**src/rtl/easyaxi_txn_sched.sv**
```systemverilog
// easyaxi_txn_sched: round-robin transaction scheduler sharing one EASYAXI_TOP
// read/write engine between REQ_NUM requesters. It holds the selected level
// enable until the matching done pulse or a timeout, then enforces an idle gap.
module easyaxi_txn_sched #(
    parameter int REQ_NUM = 2,
    parameter int GAP_CYC = 3,
    parameter int TIMEOUT = 1024,
    parameter int CNT_W   = 16
) (
    input  logic               clk,
    input  logic               rst_n,
    input  logic [REQ_NUM-1:0] req,
    input  logic [REQ_NUM-1:0] req_wr,
    output logic [REQ_NUM-1:0] gnt,
    output logic [REQ_NUM-1:0] cpl,
    output logic               cpl_err,
    output logic               rd_en,
    input  logic               rd_done,
    output logic               wr_en,
    input  logic               wr_done,
    output logic               busy,
    output logic [CNT_W-1:0]   txn_cnt
);

    localparam int PTR_W  = $clog2(REQ_NUM);
    localparam int WAIT_W = $clog2(TIMEOUT);
    localparam int GAP_W  = $clog2(GAP_CYC + 1);

    localparam logic [PTR_W-1:0]  PTR_RST  = PTR_W'(REQ_NUM - 1);
    localparam logic [WAIT_W-1:0] WAIT_MAX = WAIT_W'(TIMEOUT - 1);
    localparam logic [GAP_W-1:0]  GAP_LAST = GAP_W'(GAP_CYC);

    typedef enum logic [1:0] {
        S_IDLE,
        S_RUN,
        S_GAP
    } state_e;

    state_e              state_q, state_d;
    logic [PTR_W-1:0]    ptr_q, ptr_d;      // last granted requester
    logic                dir_q, dir_d;      // 1 = write in flight
    logic [WAIT_W-1:0]   wait_q, wait_d;
    logic [GAP_W-1:0]    gap_q, gap_d;
    logic [REQ_NUM-1:0]  gnt_q, gnt_d;
    logic [REQ_NUM-1:0]  cpl_q, cpl_d;
    logic                cpl_err_q, cpl_err_d;
    logic                rd_en_q, rd_en_d;
    logic                wr_en_q, wr_en_d;
    logic                busy_q, busy_d;
    logic [CNT_W-1:0]    txn_cnt_q, txn_cnt_d;

    logic                req_found;
    logic [PTR_W-1:0]    sel;
    logic                done_match;

    // Round-robin pick: first set req bit searching upward from ptr+1, wrapping.
    always_comb begin
        int               idx;
        logic [PTR_W-1:0] cand;
        // NOTE: every variable gets a default before any branch so no latch is inferred.
        req_found = 1'b0;
        sel       = ptr_q;
        idx       = 0;
        cand      = '0;
        for (int i = 1; i <= REQ_NUM; i++) begin
            idx = int'(ptr_q) + i;
            if (idx >= REQ_NUM) begin
                idx = idx - REQ_NUM;
            end
            cand = PTR_W'(idx);
            if (!req_found && req[cand]) begin
                req_found = 1'b1;
                sel       = cand;
            end
        end
    end

    // Only the done pulse for the direction in flight ends a transaction.
    assign done_match = dir_q ? wr_done : rd_done;

    // Next-state and next-output logic for the IDLE/RUN/GAP sequencer.
    always_comb begin
        state_d   = state_q;
        ptr_d     = ptr_q;
        dir_d     = dir_q;
        wait_d    = wait_q;
        gap_d     = gap_q;
        txn_cnt_d = txn_cnt_q;
        gnt_d     = '0;
        cpl_d     = '0;
        cpl_err_d = 1'b0;
        rd_en_d   = rd_en_q;
        wr_en_d   = wr_en_q;

        case (state_q)
            S_IDLE: begin
                if (req_found) begin
                    state_d    = S_RUN;
                    ptr_d      = sel;
                    dir_d      = req_wr[sel];
                    wait_d     = '0;
                    gnt_d[sel] = 1'b1;
                    rd_en_d    = ~req_wr[sel];
                    wr_en_d    = req_wr[sel];
                end
            end
            S_RUN: begin
                // A done arriving on the timeout cycle still counts as success.
                if (done_match || (wait_q == WAIT_MAX)) begin
                    state_d      = S_GAP;
                    gap_d        = '0;
                    rd_en_d      = 1'b0;
                    wr_en_d      = 1'b0;
                    cpl_d[ptr_q] = 1'b1;
                    if (done_match) begin
                        txn_cnt_d = txn_cnt_q + CNT_W'(1);
                    end else begin
                        cpl_err_d = 1'b1;
                    end
                end else begin
                    wait_d = wait_q + WAIT_W'(1);
                end
            end
            S_GAP: begin
                rd_en_d = 1'b0;
                wr_en_d = 1'b0;
                // Staying until the counter reaches GAP_CYC, plus the IDLE
                // cycle, gives GAP_CYC+2 cycles from enable fall to next rise.
                if (gap_q == GAP_LAST) begin
                    state_d = S_IDLE;
                end else begin
                    gap_d = gap_q + GAP_W'(1);
                end
            end
            default: begin
                state_d = S_IDLE;
                rd_en_d = 1'b0;
                wr_en_d = 1'b0;
            end
        endcase

        busy_d = (state_d != S_IDLE);
    end

    // State and registered outputs; reset drops enables and pulses at once.
    always_ff @(posedge clk or negedge rst_n) begin
        if (!rst_n) begin
            state_q   <= S_IDLE;
            ptr_q     <= PTR_RST;
            dir_q     <= 1'b0;
            wait_q    <= '0;
            gap_q     <= '0;
            gnt_q     <= '0;
            cpl_q     <= '0;
            cpl_err_q <= 1'b0;
            rd_en_q   <= 1'b0;
            wr_en_q   <= 1'b0;
            busy_q    <= 1'b0;
            txn_cnt_q <= '0;
        end else begin
            // NOTE: non-blocking assignments so every flop samples pre-edge values.
            state_q   <= state_d;
            ptr_q     <= ptr_d;
            dir_q     <= dir_d;
            wait_q    <= wait_d;
            gap_q     <= gap_d;
            gnt_q     <= gnt_d;
            cpl_q     <= cpl_d;
            cpl_err_q <= cpl_err_d;
            rd_en_q   <= rd_en_d;
            wr_en_q   <= wr_en_d;
            busy_q    <= busy_d;
            txn_cnt_q <= txn_cnt_d;
        end
    end

    assign gnt     = gnt_q;
    assign cpl     = cpl_q;
    assign cpl_err = cpl_err_q;
    assign rd_en   = rd_en_q;
    assign wr_en   = wr_en_q;
    assign busy    = busy_q;
    assign txn_cnt = txn_cnt_q;

endmodule

```
**config.mk**
```make
export PLATFORM = sky130hd
export DESIGN_NAME = easyaxi_txn_sched
export DESIGN_NICKNAME = d
export VERILOG_FILES = /design/src/rtl/easyaxi_txn_sched.sv
export SDC_FILE = /design/constraint.sdc
export NUM_CORES = 1
export LEC_CHECK = 0
export ABC_AREA = 1
export CAP_MARGIN = 20
export CORE_AREA = 2 2 87 89
export DETAILED_ROUTE_END_ITERATION = 8
export DIE_AREA = 0 0 89 91
export DONT_BUFFER_PORTS = 1
export MAX_ROUTING_LAYER = met4
export PLACE_DENSITY = 0.4
export SYNTH_ARGS = -nofsm -noshare
export SYNTH_HDL_FRONTEND = slang
export SYNTH_SLANG_ARGS = --single-unit
```
**constraint.sdc**
```tcl
create_clock -name clk -period 3.51 [get_ports clk]
set_input_delay 1.053 -clock clk [delete_from_list [all_inputs] [get_ports clk]]
set_output_delay 1.053 -clock clk [all_outputs]
set_load 0.02 [all_outputs]
```
# Word level (Yosys, flattened, before mapping)

Index checks and enable logic that the tools add are counted.
Widths: inputs -> output; s select.

Mux-type cells: 39
Reduce and logical (&&, ||, !) cells: 14
Bitwise logic cells: 1
Equality and inequality tests: 8
Add/sub/neg operators: 7
Magnitude comparators: 8

Operator list:

| cell                  | count |
|---|---|
| $mux 1                | 21 |
| $mux 10               | 2 |
| $pmux 10 s2           | 1 |
| $mux 2                | 9 |
| $add 16x1->16 const B | 1 |
| $add 10x1->10 const B | 1 |
| $eq 10x10->1 const B  | 1 |
| $reduce_and 3->1      | 3 |
| $lt 1x2->1 const B    | 4 |
| $ne 2x2->1 const B    | 4 |
| $pmux 2 s3            | 1 |
| $reduce_bool 2->1     | 3 |
| $eq 2x2->1 const B    | 2 |
| $pmux 1 s2            | 2 |
| $pmux 2 s2            | 1 |
| $reduce_and 2->1      | 2 |
| $add 1x2->3 const B   | 1 |
| $ge 3x2->1 const B    | 1 |
| $logic_and 1x1->1     | 3 |
| $add 1x1->2 const B   | 1 |
| $add 2x1->2 const B   | 1 |
| $demux 1 s1           | 2 |
| $eq 2x1->1 const B    | 1 |
| $ge 1x1->1 const B    | 2 |
| other kinds (6)       | 7 |

Logic and storage cells: 89
Output and inout port bits: 24
Bits of input ports: 8
Flip-flop bits (word level): 40

# Depth between registers and ports, before layout

Gate-level depths: netlist of the first run.

Depth after elaboration: 15
Mapped depth: 9
Gate-level depth less buffers: 9

# Least setup slack after synthesis of the first run

Ideal clock, no wire load.

Path type: input to register
Start point: input port rd_done
End point: register wait_q[9]
Path slack: 1.703 ns
Path buffers: 1
Library setup time: 0.118 ns
Cell stages on the path: 7
Data arrival time: 1.689 ns
Required time: 3.392 ns
Cells stage by stage: nand2_1 nand2_1 nor2_1 nand2_4 buf_8 nand3_1 nand2_1

Longest elaborated chain between the ends: 4

Ends and longest elaborated chain:

| element                           | RTL line | text |
|---|---|---|
| start: declaration                | 18       | `input logic rd_done,` |
| $mux 1                            | 79       | `assign done_match = dir_q ? wr_done : rd_done;` |
| $logic_or 1x1->1                  | 109      | `if (done_match \|\| (wait_q == WAIT_MAX)) begin` |
| $ne 2x2->1 (no source line)       | --       |  |
| $reduce_and 3->1 (no source line) | --       |  |
| end signal: assignment            | 165      | `wait_q <= wait_d;` |
| end: declaration                  | 42       | `logic [WAIT_W-1:0] wait_q, wait_d;` |

Every way passes these cells.
A chain may end at the register's enable or synchronous reset.

# Worst setup path in the final report of the first run

Start point: register txn_cnt_q[6] (netlist: txn_cnt[6])
End point: output port txn_cnt[6]

RTL lines:

| element                  | RTL line | text |
|---|---|---|
| start: declaration       | 50       | `logic [CNT_W-1:0] txn_cnt_q, txn_cnt_d;` |
| start signal: assignment | 173      | `txn_cnt_q <= txn_cnt_d;` |
| end: declaration         | 22       | `output logic [CNT_W-1:0] txn_cnt` |

No word-level cell between the ends.

==> impl_metrics.yaml, run 1 <==
final_layout:
  n_fill_cell: 799
  nets: 288
  syn_to_final_growth_pct: 9.64
  fin_area_sq_um: 2320
  n_antenna_cell: 0
  final_layout_size_suffix_gt1_share_pct: 8.27
clocking:
  cts_tree: "built"
  ctsHtreeMaxLevel: 2
  path_clk_slew_ns: 0.09
  clockBufferDepth: 2
  cts_resized: 0
  numClockSinks: 40
  cts_root_buffer: "clkbuf_8"
  cts_made_buffers: 5
  post_cts_buffers: 0
  clock_latency_ns: 0.29
  ctsHoldBuffers: 0
logic_synthesis:
  avgSynthCellArea_sq_um: 7.75
  synth_area_sq_um: 2110
  synth-simple-area-share_pct: 35.1
  synthCells: 273
  ys_types: 27
  synth-main-ff-cell: "dfrtp_1"
  ys_warn_count: 0
  synth_adder_area_share_pct: 1.78
  synth_edf_count: 0
  async_flop_share_pct: 100
  synth_compound_area_share_pct: 3.61
  yosysSeqAreaShare_pct: 47.4
  synthMuxAreaShare_pct: 0
  synth_nets: 284
  yosysTopAreaCell: "dfrtp_1"
  synth_common_cells: "97 x nand2_1, 39 x dfrtp_1, 32 x nor2_1, 23 x inv_1, 22 x nand3_1"
  synth_top_family_by_area: "simple AND/OR/NAND/NOR gates"
  synth_top_area_share_pct: 46.2
  synth_xor_xnor_area_share_pct: 6.21
  ys_ff_latch: 40
  yosysMostFrequentCell: "nand2_1"
  ys_top_cells_by_area: "dfrtp_1 46%, nand2_1 17%, nor2_1 5.7%"
place:
  io_buffers: 0
  place_ws_ns: 1.44
  gp_congestion: 0.748
  placed_cell_area_sq_um: 2210
  dp_hpwl_mm: 3.42
timing:
  rsz0062_at_grt: "no"
  clock_skew_ns: 0.0125
  period_needed_ns: 1.92
  slew_headroom_pct: 73.0
  hold_viol: 0
  worst_pin_slew_ns: 0.404
  drv_slew: 0
  fmax_mhz: 521
  finalWorstSetupSlack_ns: 1.59
  setup_viol: 0
  fin_tns_setup_ns: 0
  timing.final.crit_share_pct: 54.7
global_routing:
  grt_pass1_wl_mm: 8.29
  met1_usage_pct: 17.4
  grt.total_usage_pct: 13.7
  grt.busiest_layer: "met2"
  grt_max_degree: 41
  use_met2_pct: 21.7
  antenna_found_initial: 0
  use_met3_pct: 3.36
  grt_pass1_vias: 1711
  grt-ovfl-total: 0
floorplan:
  fp-row-count: 31
  initial_core_util_pct: 29.6
  ioPinCount: 32
  fp.dieArea_sq_um: 8100
  die_w_um: 89
  core-area_sq_um: 7140
  die_h_um: 91
routing:
  post_drt_wl_per_cell_um: 12.9
  wl_mm: 4.85
  num_vias: 1685
  via_per_inst: 4.47
  drc: 0
  firstDrtPassIters: 4
  drtIter0Drc: 84
  drtAntennaViolNets: 0
setup_path:
  path_class: "reg -> out"
  r2r_start: "wait_q[0]"
  worst_setup_path_start_kind: "register"
  cp.arrival_ns: 0.87
  path_max_fanout: 5
  end_kind: "primary output"
  r2r_slack_ns: 1.80
  r2r_cells: 8
  r2r_end: "wait_q[8]"
  required_ns: 2.46
power:
  ir_drop_mv: 0.272
  powerDensity_nw_per_um2: 630
  fin_total_pwr_mw: 1.46
  p_leak_nw: 1.13
run_status:
  status: "complete, no violations"
min_path:
  hold_class: "in -> async"
job:
  maxCapViolCount: 0
cell families after synthesis:
logic type,count (synthesis)
buffers and inverters,29
adder cells (fa/ha/maj),3
AO/OA/AOI/OAI,14
XOR/XNOR,15
flip-flops,40
AND/OR/NAND/NOR,172
per-layer routing:
layer | vias to the layer above | wire, um
met5 | - | 0
met1 | 781 | 2310
li1 | 867 | -
met3 | 5 | 231
met2 | 32 | 2260
met4 | 0 | 47
worst max-delay path by stage:
| stage | start | to | slack, ns | cells after the start |
|---|---|---|---|---|
| floorplan | rd_done | wait_q[9] | 1.70 | 7 |
| global placement | rd_done | cpl[1] | 1.48 | 6 |
| detailed placement | wr_done | cpl[0] | 1.44 | 6 |
| CTS | txn_cnt[6] | txn_cnt[6] | 1.56 | 0 |
| global route | txn_cnt[6] | txn_cnt[6] | 1.53 | 0 |
| finish | txn_cnt[6] | txn_cnt[6] | 1.59 | 0 |
report_power, final:
| part | switching [mW] | internal (mW) | leakage (nW) | total [mW] |
|---|---|---|---|---|
| clock | 0.164 | 0.211 | 0.0552 | 0.376 |
| combinational | 0.280 | 0.102 | 0.543 | 0.382 |
| sequential | 0.146 | 0.555 | 0.536 | 0.701 |
state kept, by name, summed over array words and instances, names as in the netlist:
signal,flops
txn_cnt,16
wait_q,10
cpl,2
gap_q,2
gnt,2
state_q,2
busy,1
cpl_err,1
dir_q,1
ptr_q,1
rd_en,1
wr_en,1
layout by cell type, fill, tap and decap left out:
master / netlist / layout
o21ai_0: 9 / 9
clkinv_2: 0 / 1
nor2_2: 2 / 2
nand3_1: 22 / 22
dfrtp_1: 39 / 39
xnor2_1: 8 / 8
o21a_1: 1 / 1
inv_2: 3 / 3
dfstp_2: 1 / 1
clkbuf_8: 0 / 5
ha_1: 3 / 3
o21ai_1: 1 / 1
nor3_1: 2 / 2
bufinv_16: 0 / 1
inv_1: 23 / 23
nor2_1: 32 / 32
xor2_1: 7 / 7
clkbuf_1: 0 / 1
nor2_4: 1 / 1
nand4_1: 7 / 7
a31oi_1: 1 / 1
or2_2: 1 / 1
nand2_1: 97 / 97
nand2_4: 2 / 2
nand3_2: 1 / 1
o21bai_1: 1 / 1
nand2_2: 5 / 5
a21oi_1: 1 / 1
layout make-up:
class | count | area (sq um) | area share, %
clock buffers | 6 | 72.6 | 3.13
clock inverters | 2 | 35.0 | 1.51
inverters | 26 | 97.6 | 4.21
multi-input cells | 204 | 987 | 42.6
flip-flops and latches | 40 | 1000 | 43.2
well taps | 99 | 124 | 5.34
stage by stage:
| stage | std cells | hold WS (ns) | util [%] |
|---|---|---|---|
| global placement | 369 | 0.477 | 31.0 |
| finish | 377 | 0.441 | 32.5 |
| global route | 377 | 0.417 | 32.5 |
| CTS | 377 | 0.424 | 32.5 |
| detailed placement | 369 | 0.491 | 31.0 |
| floorplan | 273 | 0.463 | - |
worst reg2reg max path: stages (launching register included):
cell     delay [ns]
dfrtp_1        0.43
ha_1           0.28
nand3_2        0.15
nor2_2         0.15
nand2_2        0.09
nand2_4        0.19
nand2_4        0.14
nand3_1        0.11
nand2_1        0.05
(Power assumes the default switching activity.)
==> run 2: changes to the inputs <==
--- a/config.mk
+++ b/config.mk
@@ -12,7 +12,7 @@
 export DIE_AREA = 0 0 89 91
 export DONT_BUFFER_PORTS = 1
 export MAX_ROUTING_LAYER = met4
-export PLACE_DENSITY = 0.4
+export PLACE_DENSITY = 0.42
 export SYNTH_ARGS = -nofsm -noshare
 export SYNTH_HDL_FRONTEND = slang
 export SYNTH_SLANG_ARGS = --single-unit
==> constraint.sdc (replaced) <==
create_clock -name clk -period 1.55 [get_ports clk]
set_input_delay 0.465 -clock clk [delete_from_list [all_inputs] [get_ports clk]]
set_output_delay 0.465 -clock clk [all_outputs]
set_load 0.02 [all_outputs]
==> run 2 against run 1 <==
Design area increased by 12%; critical path depth up 2; worst hold slack worse by 0.44 ns; global-route usage increased by 0.56 points; via count is 7.7% higher; utilization is 4.0 points higher.
==> impl_metrics.yaml, run 2 (synthesis results as in run 1) <==
clocking:
  clockBufferDepth: 2
  cts_tree: "built"
  clock_latency_ns: 0.30
  numClockSinks: 40
  ctsHtreeMaxLevel: 2
  cts_root_buffer: "clkbuf_8"
  cts_made_buffers: 5
  path_clk_slew_ns: 0.08
floorplan:
  die_w_um: 89
  fp-row-count: 31
  initial_core_util_pct: 29.6
  fp.dieArea_sq_um: 8100
  die_h_um: 91
  ioPinCount: 32
  core-area_sq_um: 7140
final_layout:
  n_antenna_cell: 0
  nets: 320
  final-seq-area_sq_um: 1000
  n_fill_cell: 792
  multi_input_area_sq_um: 1010
  final_cell_mix: "97 x nand2_1, 39 x dfrtp_1, 30 x nor2_1, 30 x buf_4, 23 x inv_1"
  largest_register_ffs: 16
  syn_to_final_growth_pct: 23.0
  mostFrequentLayoutCell: "nand2_1"
  final_layout_size_suffix_gt1_share_pct: 19.0
timing:
  slew_headroom_pct: 74.9
  whs_ns: 0.000479
  period_needed_ns: 1.46
  rsz0062_at_grt: "yes"
  fmax_mhz: 683
  timing.final.crit_share_pct: 94.5
  hold_viol: 0
  setup_viol: 0
  clock_skew_ns: 0.00678
  drv_slew: 0
  worst_pin_slew_ns: 0.375
  finalWorstSetupSlack_ns: 0.0860
power:
  p_switching_mw: 1.44
  p_sw_share_pct: 40.7
  internal-power_mw: 2.10
  pwr-share-comb_pct: 37.1
  power_frac_seq_pct: 41.8
  p_leak_nw: 1.29
  p_clk_share_pct: 21.1
  powerDensity_nw_per_um2: 1360
  ir_drop_mv: 0.565
setup_path:
  worst_setup_path_start_kind: "register"
  path_class: "reg -> out"
  cp.arrival_ns: 1.00
  end_kind: "primary output"
  path_max_fanout: 3
  r2r_slack_ns: 0.11
  required_ns: 1.08
place:
  place_ws_ns: 0.0737
  gp_congestion: 0.766
  io_buffers: 0
  dp_hpwl_mm: 3.57
routing:
  drtIter0Drc: 37
  firstDrtPassIters: 4
  wl_mm: 5.08
  via_per_inst: 4.44
  num_vias: 1814
  drc: 0
  post_drt_wl_per_cell_um: 12.4
  drtAntennaViolNets: 0
run_status:
  status: "complete, no violations"
global_routing:
  grt.total_usage_pct: 14.3
  grt_max_degree: 41
  grt_pass1_wl_mm: 8.82
  grt-ovfl-total: 0
  grt_pass1_vias: 1860
  antenna_found_initial: 0
min_path:
  hold_class: "in -> async"
job:
  maxCapViolCount: 0
==> run 2: cell types whose count changed in the layout (fill, tap and decap cells not counted), sizes merged <==
cell	before	now
buf	0	32
bufinv	1	0
clkbuf	6	7
clkinv	1	0
clkinvlp	0	1
==> run 2: path summary, 6_finish.rpt <==
kind                             from         end  cells after the start
setup / recovery           txn_cnt[1]  txn_cnt[1]                      2
setup reg to reg            wait_q[1]   wait_q[8]                      8
min in group clk            req_wr[1]       rd_en                      3
max in group asynchronous       rst_n       ptr_q                      1
hold / removal                  rst_n        busy                      1
hold reg to reg                 ptr_q      cpl[0]                      1
==> run 2: layout make-up <==
class | instances | share of cell area [%]
repair buffers | 32 | 10.5
multi-input cells | 204 | 38.9
well taps | 99 | 4.76
clock inverters | 1 | 0.289
flip-flops and latches | 40 | 38.5
clock buffers | 7 | 3.32
inverters | 26 | 3.75
==> run 2: power groups by stage <==
stage          registers (mW)  logic, mW  clock network (mW)
6_report                 1.48       1.32               0.748
5_1_grt                  1.51       1.49               0.829
4_1_cts                  1.48       1.19               0.785
3_5_place_dp             1.50       1.15                   0
3_3_place_gp             1.51       1.14                   0
2_1_floorplan            1.56      0.717                   0
==> run 2: critical path, cell delays in order, from the launching register on <==
cell     delay (ns)
dfrtp_1        0.41
buf_4          0.14
buf_4          0.15
==> run 2: stage by stage <==
stage	power, mW	cell area (sq um)	util [%]	setup TNS, ns	instances
5_1_grt	3.83	2600	36.4	-0.0295	409
3_5_place_dp	2.65	2400	33.6	0	392
2_1_floorplan	2.27	2110	-	0	273
6_report	3.55	2600	36.4	0	409
4_1_cts	3.45	2520	35.3	0	401
3_3_place_gp	2.65	2400	33.6	0	392
==> run 2: timing repair <==
item / in CTS / in global routing
gates resized for setup: 0 / 6
endpoints found under the hold margin: 40 / 0
buffers inserted: 0 / 8
hold buffers: 1 / 0
endpoints found under the setup margin: 0 / 13
==> run 2: per-layer routing <==
metal | GRT usage, % | vias up | wire length (um)
li1 | - | 934 | -
met1 | 18.0 | 839 | 2420
met2 | 22.3 | 32 | 2350
met3 | 2.73 | 9 | 195
met4 | 5.85 | 0 | 111
met5 | - | - | 0
